File: config.mk
export PLATFORM = sky130hd
export DESIGN_NAME = decode_stage
export DESIGN_NICKNAME = d
export VERILOG_FILES = /design/src/rtl/my_pkg.sv /design/src/rtl/decode_stage_lock_queue.sv /design/src/rtl/decode_stage.sv
export SDC_FILE = /design/constraint.sdc
export NUM_CORES = 1
export LEC_CHECK = 0
export CAP_MARGIN = 15
export CORE_MARGIN = 3
export CORE_UTILIZATION = 59
export CTS_CLUSTER_SIZE = 40
export DETAILED_ROUTE_END_ITERATION = 10
export DONT_BUFFER_PORTS = 1
export PLACE_DENSITY = 0.76
export RECOVER_POWER = 25
export SYNTH_ARGS = -nofsm -noshare
export SYNTH_HDL_FRONTEND = slang
export SYNTH_SLANG_ARGS = --single-unit
File: constraint.sdc
create_clock -name clk -period 4.3 [get_ports clk]
set_input_delay 0.43 -clock clk [delete_from_list [all_inputs] [get_ports clk]]
set_output_delay 0.43 -clock clk [all_outputs]
set_load 0.01 [all_outputs]
File: src/rtl/my_pkg.sv
// Shared decode types: operation enum, format enum, opcodes.
// M_EXT_EN adds the RV32M operations to i_type.
package my_pkg;

    typedef enum logic [5:0] {
        NOP, ADD, SUB, SLL, SLT, SLTU,
        XOR, SRL, SRA, OR, AND,
        LUI, JAL, JALR,
        BEQ, BNE, BLT, BGE, BLTU, BGEU,
        LB, LH, LW, LBU, LHU,
        SB, SH, SW,
        ECALL, EBREAK, SRET, MRET, WFI,
        INVALID
`ifdef M_EXT_EN
        , MUL, MULH, MULHSU, MULHU,
        DIV, DIVU, REM, REMU
`endif
    } i_type;

    typedef enum logic [2:0] {
        FMT_R, FMT_I, FMT_S,
        FMT_B, FMT_U, FMT_J
    } fmts;

    localparam logic [6:0] OPC_LUI    = 7'b0110111;
    localparam logic [6:0] OPC_AUIPC  = 7'b0010111;
    localparam logic [6:0] OPC_JAL    = 7'b1101111;
    localparam logic [6:0] OPC_JALR   = 7'b1100111;
    localparam logic [6:0] OPC_BRANCH = 7'b1100011;
    localparam logic [6:0] OPC_LOAD   = 7'b0000011;
    localparam logic [6:0] OPC_STORE  = 7'b0100011;
    localparam logic [6:0] OPC_OPIMM  = 7'b0010011;
    localparam logic [6:0] OPC_OP     = 7'b0110011;
    localparam logic [6:0] OPC_FENCE  = 7'b0001111;
    localparam logic [6:0] OPC_SYSTEM = 7'b1110011;

    localparam logic [31:0] ENC_NOP    = 32'h0000_0013;
    localparam logic [31:0] ENC_ECALL  = 32'h0000_0073;
    localparam logic [31:0] ENC_EBREAK = 32'h0010_0073;
    localparam logic [31:0] ENC_SRET   = 32'h1020_0073;
    localparam logic [31:0] ENC_MRET   = 32'h3020_0073;
    localparam logic [31:0] ENC_WFI    = 32'h1050_0073;

    function automatic fmts fmt_of(input logic [6:0] opc);
        unique case (opc)
            OPC_LUI, OPC_AUIPC: fmt_of = FMT_U;
            OPC_JAL:            fmt_of = FMT_J;
            OPC_BRANCH:         fmt_of = FMT_B;
            OPC_STORE:          fmt_of = FMT_S;
            OPC_OP:             fmt_of = FMT_R;
            default:            fmt_of = FMT_I;
        endcase
    endfunction

endpackage

File: src/rtl/decode_stage_lock_queue.sv
// Shift register of in-flight rd targets and store flags.
// Ports: shift_en/target/is_store in; rs hits, mem_pending, oldest out.
module lock_queue
    import my_pkg::*;
#(
    parameter int LOCK_DEPTH = 2,
    parameter int RF_ADDR_W  = 5
) (
    input  logic                 clk,
    input  logic                 reset,
    input  logic                 shift_en,
    input  logic [RF_ADDR_W-1:0] target,
    input  logic                 is_store,
    input  logic [RF_ADDR_W-1:0] rs1,
    input  logic [RF_ADDR_W-1:0] rs2,
    output logic                 rs1_hit,
    output logic                 rs2_hit,
    output logic                 mem_pending,
    output logic [RF_ADDR_W-1:0] oldest
);

    logic [RF_ADDR_W-1:0] lock_reg [LOCK_DEPTH];
    logic [LOCK_DEPTH-1:0] lock_mem;

    always_ff @(posedge clk) begin
        if (!reset) begin
            for (int k = 0; k < LOCK_DEPTH; k++)
                lock_reg[k] <= '0;
            lock_mem <= '0;
        end else if (shift_en) begin
            lock_reg[0] <= target;
            lock_mem[0] <= is_store;
            for (int k = 1; k < LOCK_DEPTH; k++) begin
                lock_reg[k] <= lock_reg[k-1];
                lock_mem[k] <= lock_mem[k-1];
            end
        end
    end

    always_comb begin
        rs1_hit = 1'b0;
        rs2_hit = 1'b0;
        for (int k = 0; k < LOCK_DEPTH; k++) begin
            if (lock_reg[k] == rs1) rs1_hit = 1'b1;
            if (lock_reg[k] == rs2) rs2_hit = 1'b1;
        end
    end

    assign mem_pending = |lock_mem;
    assign oldest      = lock_reg[LOCK_DEPTH-1];

endmodule

File: src/rtl/decode_stage.sv
// RV32I decode stage: classify, immediate, operands, hazard bubbles.
// Ports: fetch/regfile in; registered operands, hazard, counter out. M_EXT_EN adds RV32M.
module decode_stage
    import my_pkg::*;
#(
    parameter int LOCK_DEPTH = 2,
    parameter int RF_ADDR_W  = 5,
    parameter int CNT_W      = 32
) (
    input  logic                 clk,
    input  logic                 reset,
    input  logic                 stall,
    input  logic                 flush,
    input  logic [31:0]          instruction_in,
    input  logic [31:0]          NPC_in,
    input  logic [3:0]           tag_in,
    input  logic [31:0]          dataA,
    input  logic [31:0]          dataB,
    output logic [RF_ADDR_W-1:0] regA_add,
    output logic [RF_ADDR_W-1:0] regB_add,
    output logic [RF_ADDR_W-1:0] wrAddr,
    output logic [31:0]          opA,
    output logic [31:0]          opB,
    output logic [31:0]          opC,
    output logic [31:0]          NPC,
    output logic [31:0]          instruction_out,
    output i_type                i_out,
    output logic [3:0]           tag,
    output logic                 hazard,
    output logic                 exception,
    output logic [CNT_W-1:0]     hazard_count
);

    logic [31:0] last_inst;
    logic        last_hazard;
    logic [31:0] inst;
    i_type       op;
    fmts         fmt;
    logic [31:0] imm;
    logic [31:0] op_a, op_b, op_c;
    logic [6:0]  opc;
    logic [2:0]  f3;
    logic [6:0]  f7;
    logic [RF_ADDR_W-1:0] rs1, rs2, rd, target;
    logic rs1_used, rs2_used, is_load, is_st;
    logic rs1_hit, rs2_hit, mem_pending;

    // A bubbled instruction is held and decoded again next cycle.
    assign inst = last_hazard ? last_inst : instruction_in;
    assign opc  = inst[6:0];
    assign f3   = inst[14:12];
    assign f7   = inst[31:25];
    assign rs1  = inst[15 +: RF_ADDR_W];
    assign rs2  = inst[20 +: RF_ADDR_W];
    assign rd   = inst[7 +: RF_ADDR_W];
    assign fmt  = fmt_of(opc);

    assign regA_add = rs1;
    assign regB_add = rs2;

    always_comb begin
        op = INVALID;
        case (opc)
            OPC_LUI:   op = LUI;
            OPC_AUIPC: op = ADD;
            OPC_JAL:   op = JAL;
            OPC_JALR:  if (f3 == 3'd0) op = JALR;
            OPC_BRANCH:
                case (f3)
                    3'd0:    op = BEQ;
                    3'd1:    op = BNE;
                    3'd4:    op = BLT;
                    3'd5:    op = BGE;
                    3'd6:    op = BLTU;
                    3'd7:    op = BGEU;
                    default: op = INVALID;
                endcase
            OPC_LOAD:
                case (f3)
                    3'd0:    op = LB;
                    3'd1:    op = LH;
                    3'd2:    op = LW;
                    3'd4:    op = LBU;
                    3'd5:    op = LHU;
                    default: op = INVALID;
                endcase
            OPC_STORE:
                case (f3)
                    3'd0:    op = SB;
                    3'd1:    op = SH;
                    3'd2:    op = SW;
                    default: op = INVALID;
                endcase
            OPC_OPIMM:
                if (inst == ENC_NOP) op = NOP;
                else
                    case (f3)
                        3'd0: op = ADD;
                        3'd2: op = SLT;
                        3'd3: op = SLTU;
                        3'd4: op = XOR;
                        3'd6: op = OR;
                        3'd7: op = AND;
                        3'd1: if (f7 == 7'h00) op = SLL;
                        default:
                            if (f7 == 7'h00)      op = SRL;
                            else if (f7 == 7'h20) op = SRA;
                    endcase
            OPC_OP:
                case ({f7, f3})
                    {7'h00, 3'd0}: op = ADD;
                    {7'h20, 3'd0}: op = SUB;
                    {7'h00, 3'd1}: op = SLL;
                    {7'h00, 3'd2}: op = SLT;
                    {7'h00, 3'd3}: op = SLTU;
                    {7'h00, 3'd4}: op = XOR;
                    {7'h00, 3'd5}: op = SRL;
                    {7'h20, 3'd5}: op = SRA;
                    {7'h00, 3'd6}: op = OR;
                    {7'h00, 3'd7}: op = AND;
`ifdef M_EXT_EN
                    {7'h01, 3'd0}: op = MUL;
                    {7'h01, 3'd1}: op = MULH;
                    {7'h01, 3'd2}: op = MULHSU;
                    {7'h01, 3'd3}: op = MULHU;
                    {7'h01, 3'd4}: op = DIV;
                    {7'h01, 3'd5}: op = DIVU;
                    {7'h01, 3'd6}: op = REM;
                    {7'h01, 3'd7}: op = REMU;
`endif
                    default:       op = INVALID;
                endcase
            OPC_FENCE: if (f3 == 3'd0) op = NOP;
            OPC_SYSTEM:
                case (inst)
                    ENC_ECALL:  op = ECALL;
                    ENC_EBREAK: op = EBREAK;
                    ENC_SRET:   op = SRET;
                    ENC_MRET:   op = MRET;
                    ENC_WFI:    op = WFI;
                    default:    op = INVALID;
                endcase
            default: op = INVALID;
        endcase
    end

    always_comb begin
        unique case (fmt)
            FMT_I: imm = {{20{inst[31]}}, inst[31:20]};
            FMT_S: imm = {{20{inst[31]}}, inst[31:25],
                          inst[11:7]};
            FMT_B: imm = {{19{inst[31]}}, inst[31], inst[7],
                          inst[30:25], inst[11:8], 1'b0};
            FMT_U: imm = {inst[31:12], 12'b0};
            FMT_J: imm = {{11{inst[31]}}, inst[31],
                          inst[19:12], inst[20],
                          inst[30:21], 1'b0};
            default: imm = '0;
        endcase
    end

    assign op_a = (fmt == FMT_U || fmt == FMT_J) ? NPC_in : dataA;
    assign op_b = (fmt == FMT_R || fmt == FMT_B) ? dataB : imm;
    assign op_c = (fmt == FMT_S) ? dataB : imm;

    assign rs1_used = !(fmt == FMT_U || fmt == FMT_J);
    assign rs2_used = fmt == FMT_R || fmt == FMT_S || fmt == FMT_B;
    assign is_load  = op inside {LB, LH, LW, LBU, LHU};

    assign hazard = (rs1_used && rs1 != '0 && rs1_hit)
                 || (rs2_used && rs2 != '0 && rs2_hit)
                 || (is_load && mem_pending);

    always_comb begin
        target = '0;
        is_st  = 1'b0;
        if (!hazard && !flush) begin
            if (fmt != FMT_S && fmt != FMT_B && op != INVALID)
                target = rd;
            is_st = op inside {SB, SH, SW};
        end
    end

    lock_queue #(
        .LOCK_DEPTH(LOCK_DEPTH),
        .RF_ADDR_W (RF_ADDR_W)
    ) u_lock_queue (
        .clk        (clk),
        .reset      (reset),
        .shift_en   (!stall),
        .target     (target),
        .is_store   (is_st),
        .rs1        (rs1),
        .rs2        (rs2),
        .rs1_hit    (rs1_hit),
        .rs2_hit    (rs2_hit),
        .mem_pending(mem_pending),
        .oldest     (wrAddr)
    );

    always_ff @(posedge clk) begin
        if (!reset) begin
            opA             <= '0;
            opB             <= '0;
            opC             <= '0;
            NPC             <= '0;
            instruction_out <= '0;
            tag             <= '0;
            i_out           <= NOP;
            exception       <= 1'b0;
            last_inst       <= '0;
            last_hazard     <= 1'b0;
            hazard_count    <= '0;
        end else if (!stall) begin
            last_inst <= inst;
            if (flush || hazard) begin
                opA             <= '0;
                opB             <= '0;
                opC             <= '0;
                NPC             <= '0;
                instruction_out <= '0;
                tag             <= '0;
                i_out           <= NOP;
                exception       <= 1'b0;
                last_hazard     <= !flush;
                if (!flush && hazard_count != '1)
                    hazard_count <= hazard_count + 1'b1;
            end else begin
                opA             <= op_a;
                opB             <= op_b;
                opC             <= op_c;
                NPC             <= NPC_in;
                instruction_out <= inst;
                tag             <= tag_in;
                i_out           <= op;
                exception       <= (op == INVALID);
                last_hazard     <= 1'b0;
            end
        end
    end

endmodule
==> Word level (Yosys, flattened, before mapping) <==
Memory sizes are Yosys's and may differ from the RTL's.
Cells that the tools add are included.
W data, S select, Z words.
{ "totals": {"reg_bits": 238, "elab_cells": 144, "memories": 1, "mem_bits_rw": 10, "in_bits": 136} }
{ "op_classes": {"n_eq_ne": 56, "muxes": 41, "reduce_logical": 30, "add_sub_neg": 1, "bitwise": 3} }
{ "memory_table": {"columns": ["memory", "words", "word_bits", "read_ports", "rd_clocked_by_memory_dff", "wr", "line_no", "text"], "rows": [
  ["u_lock_queue.lock_reg", 2, 5, 2, 0, 2, "decode_stage_lock_queue.sv:22", "logic [RF_ADDR_W-1:0] lock_reg [LOCK_DEPTH];"]
]} }
{ "op_table": {"columns": ["op", "n"], "rows": [
  ["$mux W32", 9],
  ["$pmux W32 S5", 1],
  ["$pmux W6 S11", 1],
  ["$eq A32 B29 Y1 const B", 2],
  ["$pmux W6 S10", 1],
  ["$pmux W6 S5", 2],
  ["$eq A6 B5 Y1 const B", 8],
  ["$mux W6", 7],
  ["$pmux W6 S7", 1],
  ["$eq A10 B3 Y1 const B", 4],
  ["$pmux W6 S6", 1],
  ["$add A32 B1 Y32 const B", 1],
  ["$eq A32 B21 Y1 const B", 1],
  ["$eq A32 B30 Y1 const B", 1],
  ["$eq A32 B5 Y1 const B", 1],
  ["$eq A32 B7 Y1 const B", 1],
  ["$ne A32 B32 Y1 const B", 1],
  ["$eq A7 B6 Y1 const B", 4],
  ["$eq A7 B7 Y1 const B", 4],
  ["$eq A10 B2 Y1 const B", 2],
  ["$eq A10 B9 Y1 const B", 2],
  ["$eq A5 B5 Y1", 4],
  ["$mux W5", 4],
  ["$eq A3 B3 Y1 const B", 6],
  ["25 further kinds", 62]
]} }

==> Longest topological paths before layout <==
{ "logic_depth": {"word_depth": 15, "mapped_depth": 17} }

==> Cells and area by module <==
Synthesis repeated with hierarchy kept, for this count alone.
{ "hier_totals": {"cells_unflattened": 1386, "area_unflattened_um2": 11847.6} }
{ "modules_own_cells": {"columns": ["mod", "cells_per_inst", "n_inst", "seq_area_each_um2", "area_per_inst_um2"], "rows": [
  ["decode_stage", 1321, 1, 4724.5, 11129.4],
  ["lock_queue", 65, 1, 340.3, 718.2]
]} }

==> Least setup slack after synthesis <==
Ideal clock, no wire load.
{ "synth_path": {"path_type": "reg2reg", "startpoint": "register last_hazard", "endpoint": "register instruction_out[21]", "path_stages_with_launch": 16, "path_buffers": 5, "synth_period_minus_slack_ns": 3.246, "setup_ns": 0.135, "setup_slack_ns": 1.054, "required_ns": 4.165, "t_arrival_ns": 3.111, "cell_sequence": "dfxtp_1 buf_6 buf_6 mux2i_2 inv_1 ha_1 a21oi_1 mux2i_1 a221oi_2 nor4b_4 o21ai_4 nand2_1 buf_2 buf_2 buf_2 o21ai_1"} }
{ "synth_via": {"word_cells_on_any_way": 87} }
{ "synth_lines": {"columns": ["item", "line_no", "text"], "rows": [
  ["start, declared", "decode_stage.sv:35", "logic last_hazard;"],
  ["start signal, assigned", "decode_stage.sv:225", "last_hazard <= !flush;"],
  ["$mux W32 *", "decode_stage.sv:49", "assign inst = last_hazard ? last_inst : instruction_in;"],
  ["net inst[13]", "decode_stage.sv:36", "logic [31:0] inst;"],
  ["$eq A3 B1 Y1 (tied with other cells)", null, null],
  ["$pmux W6 S7", "decode_stage.sv:97", "case (f3)"],
  ["$mux W6", "decode_stage.sv:95", "if (inst == ENC_NOP) op = NOP;"],
  ["$pmux W6 S11 *", "decode_stage.sv:63", "case (opc)"],
  ["$eq A6 B5 Y1", "decode_stage.sv:168", "assign is_load = op inside {LB, LH, LW, LBU, LHU};"],
  ["$reduce_bool A5 Y1 *", "decode_stage.sv:168", null],
  ["$logic_and A1 B1 Y1 *", "decode_stage.sv:172", "|| (is_load && mem_pending);"],
  ["$logic_or A1 B1 Y1 *", "decode_stage.sv:172", null],
  ["$logic_or A1 B1 Y1 *", "decode_stage.sv:216", "if (flush || hazard) begin"],
  ["$mux W32 *", "decode_stage.sv:216", null],
  ["end signal, assigned", "decode_stage.sv:233", "instruction_out <= inst;"],
  ["end, declared", "decode_stage.sv:26", "output logic [31:0] instruction_out,"]
]} }
Mark *: on every way through the listed nets, which the timed path passes. The rest lies on a longest branch.
A chain may end at the register's enable or synchronous reset.

==> Final worst setup path <==
{ "layout_path": {"startpoint": "register last_hazard", "endpoint": "output hazard"} }
{ "layout_via": {"elab_chain_len": 11, "word_cells_on_any_way": 85} }
{ "layout_lines": {"columns": ["item", "line_no", "text"], "rows": [
  ["$mux W32 *", "decode_stage.sv:49", null],
  ["$eq A7 B6 Y1 (tied with other cells)", "decode_stage.sv:107", "else if (f7 == 7'h20) op = SRA;"],
  ["$mux W6 / $reduce_or A2 Y1 (equally long branches)", "decode_stage.sv:107, my_pkg.sv:45", null],
  ["$mux W6 / $pmux W3 S5 (equally long branches)", "decode_stage.sv:106, my_pkg.sv:45", null],
  ["$pmux W6 S7 (tied with other cells)", "decode_stage.sv:97", null],
  ["$mux W6 (tied with other cells)", "decode_stage.sv:95", null],
  ["$pmux W6 S11 (tied with other cells)", "decode_stage.sv:63", null],
  ["$eq A6 B5 Y1 (tied with other cells)", "decode_stage.sv:168", null],
  ["$reduce_bool A5 Y1 (tied with other cells)", "decode_stage.sv:168", null],
  ["$logic_and A1 B1 Y1 / $logic_or A1 B1 Y1 (equally long branches)", "decode_stage.sv:172, decode_stage.sv:171", null],
  ["$logic_or A1 B1 Y1 *", "decode_stage.sv:172", null],
  ["end, declared", "decode_stage.sv:29", "output logic hazard,"]
]} }
Mark *: on every way between the ends. The rest lies on a longest branch, timed or not.

==> flow_summary.toml <==
[logic_synthesis]
ys_types = 90
ys_top_cells_by_count = "dfxtp_1 (238), nand2_1 (185), o21ai_0 (146)"
yosysSeqAreaShare = 0.417
synth_area_leader_cell = "dfxtp_1"
syn_area_per_cell_sq_um = 8.67
post-synth-top-area-fraction = 0.392
ys_async_sr_fraction = 0
ys.flop_type = "dfxtp_1"
ys_warn_count = 0
synth-edff-count = 10
synth.ff_latch_count = 248
synthCells = 1400
syn-num-nets = 1542
synth_area_leaders = "dfxtp_1 (39%), mux2i_1 (7.9%), o21ai_0 (6.0%)"
syn_area_sq_mm = 0.0121
yosysMostFrequentCell = "dfxtp_1"

[floorplanning]
io_pins = 355
coreArea_sq_mm = 0.0198
dieArea_sq_mm = 0.0223
initial_core_util = 0.612
die_h_um = 149
die_x_um = 149
num_rows = 51

[power_and_ir_drop]
combPwrFrac = 0.077
p_per_area_mw_per_mm2 = 402
p_total_mw = 5.33
vdd_drop_max_v = 0.000300
cellInternalPower_mw = 4.01
p_sw_mw = 1.32
p_sw_frac = 0.248
p_leak_nw = 5.11
p_seq_frac = 0.473
p_clk_frac = 0.450

[timing]
setup_slack_ns = 0.126
timing.final.max_slew_violations = 72
finalCriticalPeriod_ns = 4.17
setup_violations = 0
layout_worst_path_cycle_share = 0.971
relSlewSlack = -0.699
fin_skew_ns = 0.0137
hold_viol_final = 0
setup_tns_ns = 0
worst_pin_slew_ns = 2.55
max_freq_mhz = 240

[cts]
clockBufferDepth = 3
root_buffer = "clkbuf_16"
clock_sinks = 248
cts_tree = "yes"
cts_htree_levels = 1
path_clk_slew_ns = 0.06
clock_latency_ns = 0.54
cts_buffers = 26

[critical_path]
required_ns = 3.87
critPathArrivalTime_ns = 3.74
cp_max_fo = 32
cp-start-kind = "flip-flop"
worstSetupEndpointType = "primary output"
worstSetupPathType = "flip-flop to primary output"
reg2reg_depth = 12

[place]
placed_cells = 1597
io_buffers = 0
gp_congestion = 1.04
dp_slack_ns = 0.282
hpwl_um = 30000

[route]
postRouteAntennaNets = 0
remaining_drc_errors = 0
vias = 10900
routed_via_density = 6.64
wl_per_cell_um = 24.5
dr.first_iter.drc_count = 1098
drt_pass1_iterations = 7
drt-total-wl_um = 40400

[grt]
antenna_found_initial = 0
grt_pass1_vias = 9820
track_usage = 0.337
grt_pass1_wl_um = 59500
grt_max_degree = 72
gr-total-overflow = 0

[hold_path]
hold_class = "input port to flip-flop"
whs_path_depth = 1

[layout]
antenna_cells = 0
fin_nets = 1506
final_cells = 1649
drive_above_1_share = 0.102
area_growth_pct = 9.25

[outcome]
status = "complete, but fails checks"
violations = "capacitance limit, slew limit"

[job]
drv_cap = 1
area by class of cell:
class | instances | area [sq um]
Clock inverter | 14 | 188
Inverter | 22 | 82.6
Fill cell | 1611 | 6580
Multi-Input combinational cell | 1023 | 6460
Clock buffer | 34 | 741
Sequential cell | 248 | 5070
Tap cell | 265 | 332
Timing Repair Buffer | 43 | 395
placed cells by master (no fill, tap or decap), types with 5 or more instances in the layout:
cell / netlist / final
and4_1: 5 / 5
a22o_1: 44 / 44
o31ai_1: 6 / 6
nor4_1: 21 / 21
or3_1: 16 / 16
clkbuf_16: 0 / 26
nand4_1: 15 / 15
nand2_1: 185 / 184
and3_1: 7 / 7
o22ai_1: 23 / 23
o21ai_0: 146 / 146
nor3_1: 37 / 37
o211ai_1: 7 / 7
buf_4: 18 / 36
mux2i_2: 6 / 5
dfxtp_1: 238 / 237
a21oi_1: 76 / 76
or4_1: 7 / 7
ha_1: 6 / 6
nor2_1: 96 / 96
clkinv_2: 0 / 5
mux2i_1: 96 / 96
nor3b_1: 6 / 6
o21ai_1: 28 / 26
edfxtp_1: 10 / 10
a211oi_1: 7 / 7
clkbuf_8: 0 / 6
inv_1: 18 / 19
mux2_2: 6 / 6
xor2_1: 8 / 8
o221ai_1: 5 / 5
nand3_1: 18 / 18
and2_1: 14 / 10
buf_12: 0 / 5
nand2b_1: 13 / 13
xnor2_1: 21 / 21
routing by layer:
layer | track usage | share of wire | wire length (um)
met5 | 0 | 0 | 0
met4 | 0.131 | 0.049 | 1960
met3 | 0.0912 | 0.11 | 4500
met2 | 0.520 | 0.45 | 18200
met1 | 0.451 | 0.39 | 15800
power groups by stage:
stage / combinational (mW) / sequential, mW / clock [mW]
finish: 0.412 / 2.52 / 2.40
global route: 0.448 / 2.53 / 2.51
CTS: 0.404 / 2.52 / 2.42
detailed placement: 0.400 / 2.57 / 0
global placement: 0.393 / 2.57 / 0
floorplan: 0.317 / 2.53 / 0
metrics by stage:
stage	hold WS, ns	util	area [sq um]
final	0.0195	0.669	13300
after global routing	0.00207	0.669	13300
after CTS	0.00324	0.667	13200
after detailed placement	0.470	0.619	12300
after global placement	0.459	0.619	12300
after floorplan	0.449	-	12100
what timing repair did:
| action | in CTS | in global routing |
|---|---|---|
| endpoints found under the hold margin | 2 | 0 |
| gates resized for setup | 0 | 1 |
| setup buffers | 0 | 3 |
| setup endpoints to repair | 0 | 4 |
| hold buffers | 1 | 0 |
worst paths after layout:
kind                             startpoint                       endpoint  slack (ns)
setup / recovery   last_hazard$_SDFFE_PN0N_                         hazard        0.13
hold / removal                    NPC_in[3]            NPC[3]$_SDFFE_PN0N_        0.02
setup reg to reg   last_hazard$_SDFFE_PN0N_  hazard_count[23]$_SDFFE_PN0P_        0.30
hold reg to reg   last_inst[8]$_SDFFE_PN0N_      last_inst[8]$_SDFFE_PN0N_        0.48
critical path: stages (launching register included):
cell,delay (ns)
dfxtp_4,0.48
buf_4,0.39
nor3b_2,0.33
o22ai_2,0.21
or2_1,0.32
o21ai_1,0.31
o2111ai_1,0.35
nor4b_4,0.49
o21ai_4,0.14
inv_2,0.17
logic make-up (layout without fill, tap and decap cells):
group / count (synthesis) / in the layout / share of synthesized area
AOI/OAI and AO/OA: 397 / 397 / 0.206
adders and majority gates: 6 / 6 / 0.00618
and+or+nand+nor: 481 / 481 / 0.201
muxes: 110 / 110 / 0.0952
xor gates and xnor gates: 29 / 29 / 0.0209
DFF: 248 / 248 / 0.417
buffers and inverters: 129 / 113 / 0.0535
Note: power is estimated with default switching activity, not from simulation.
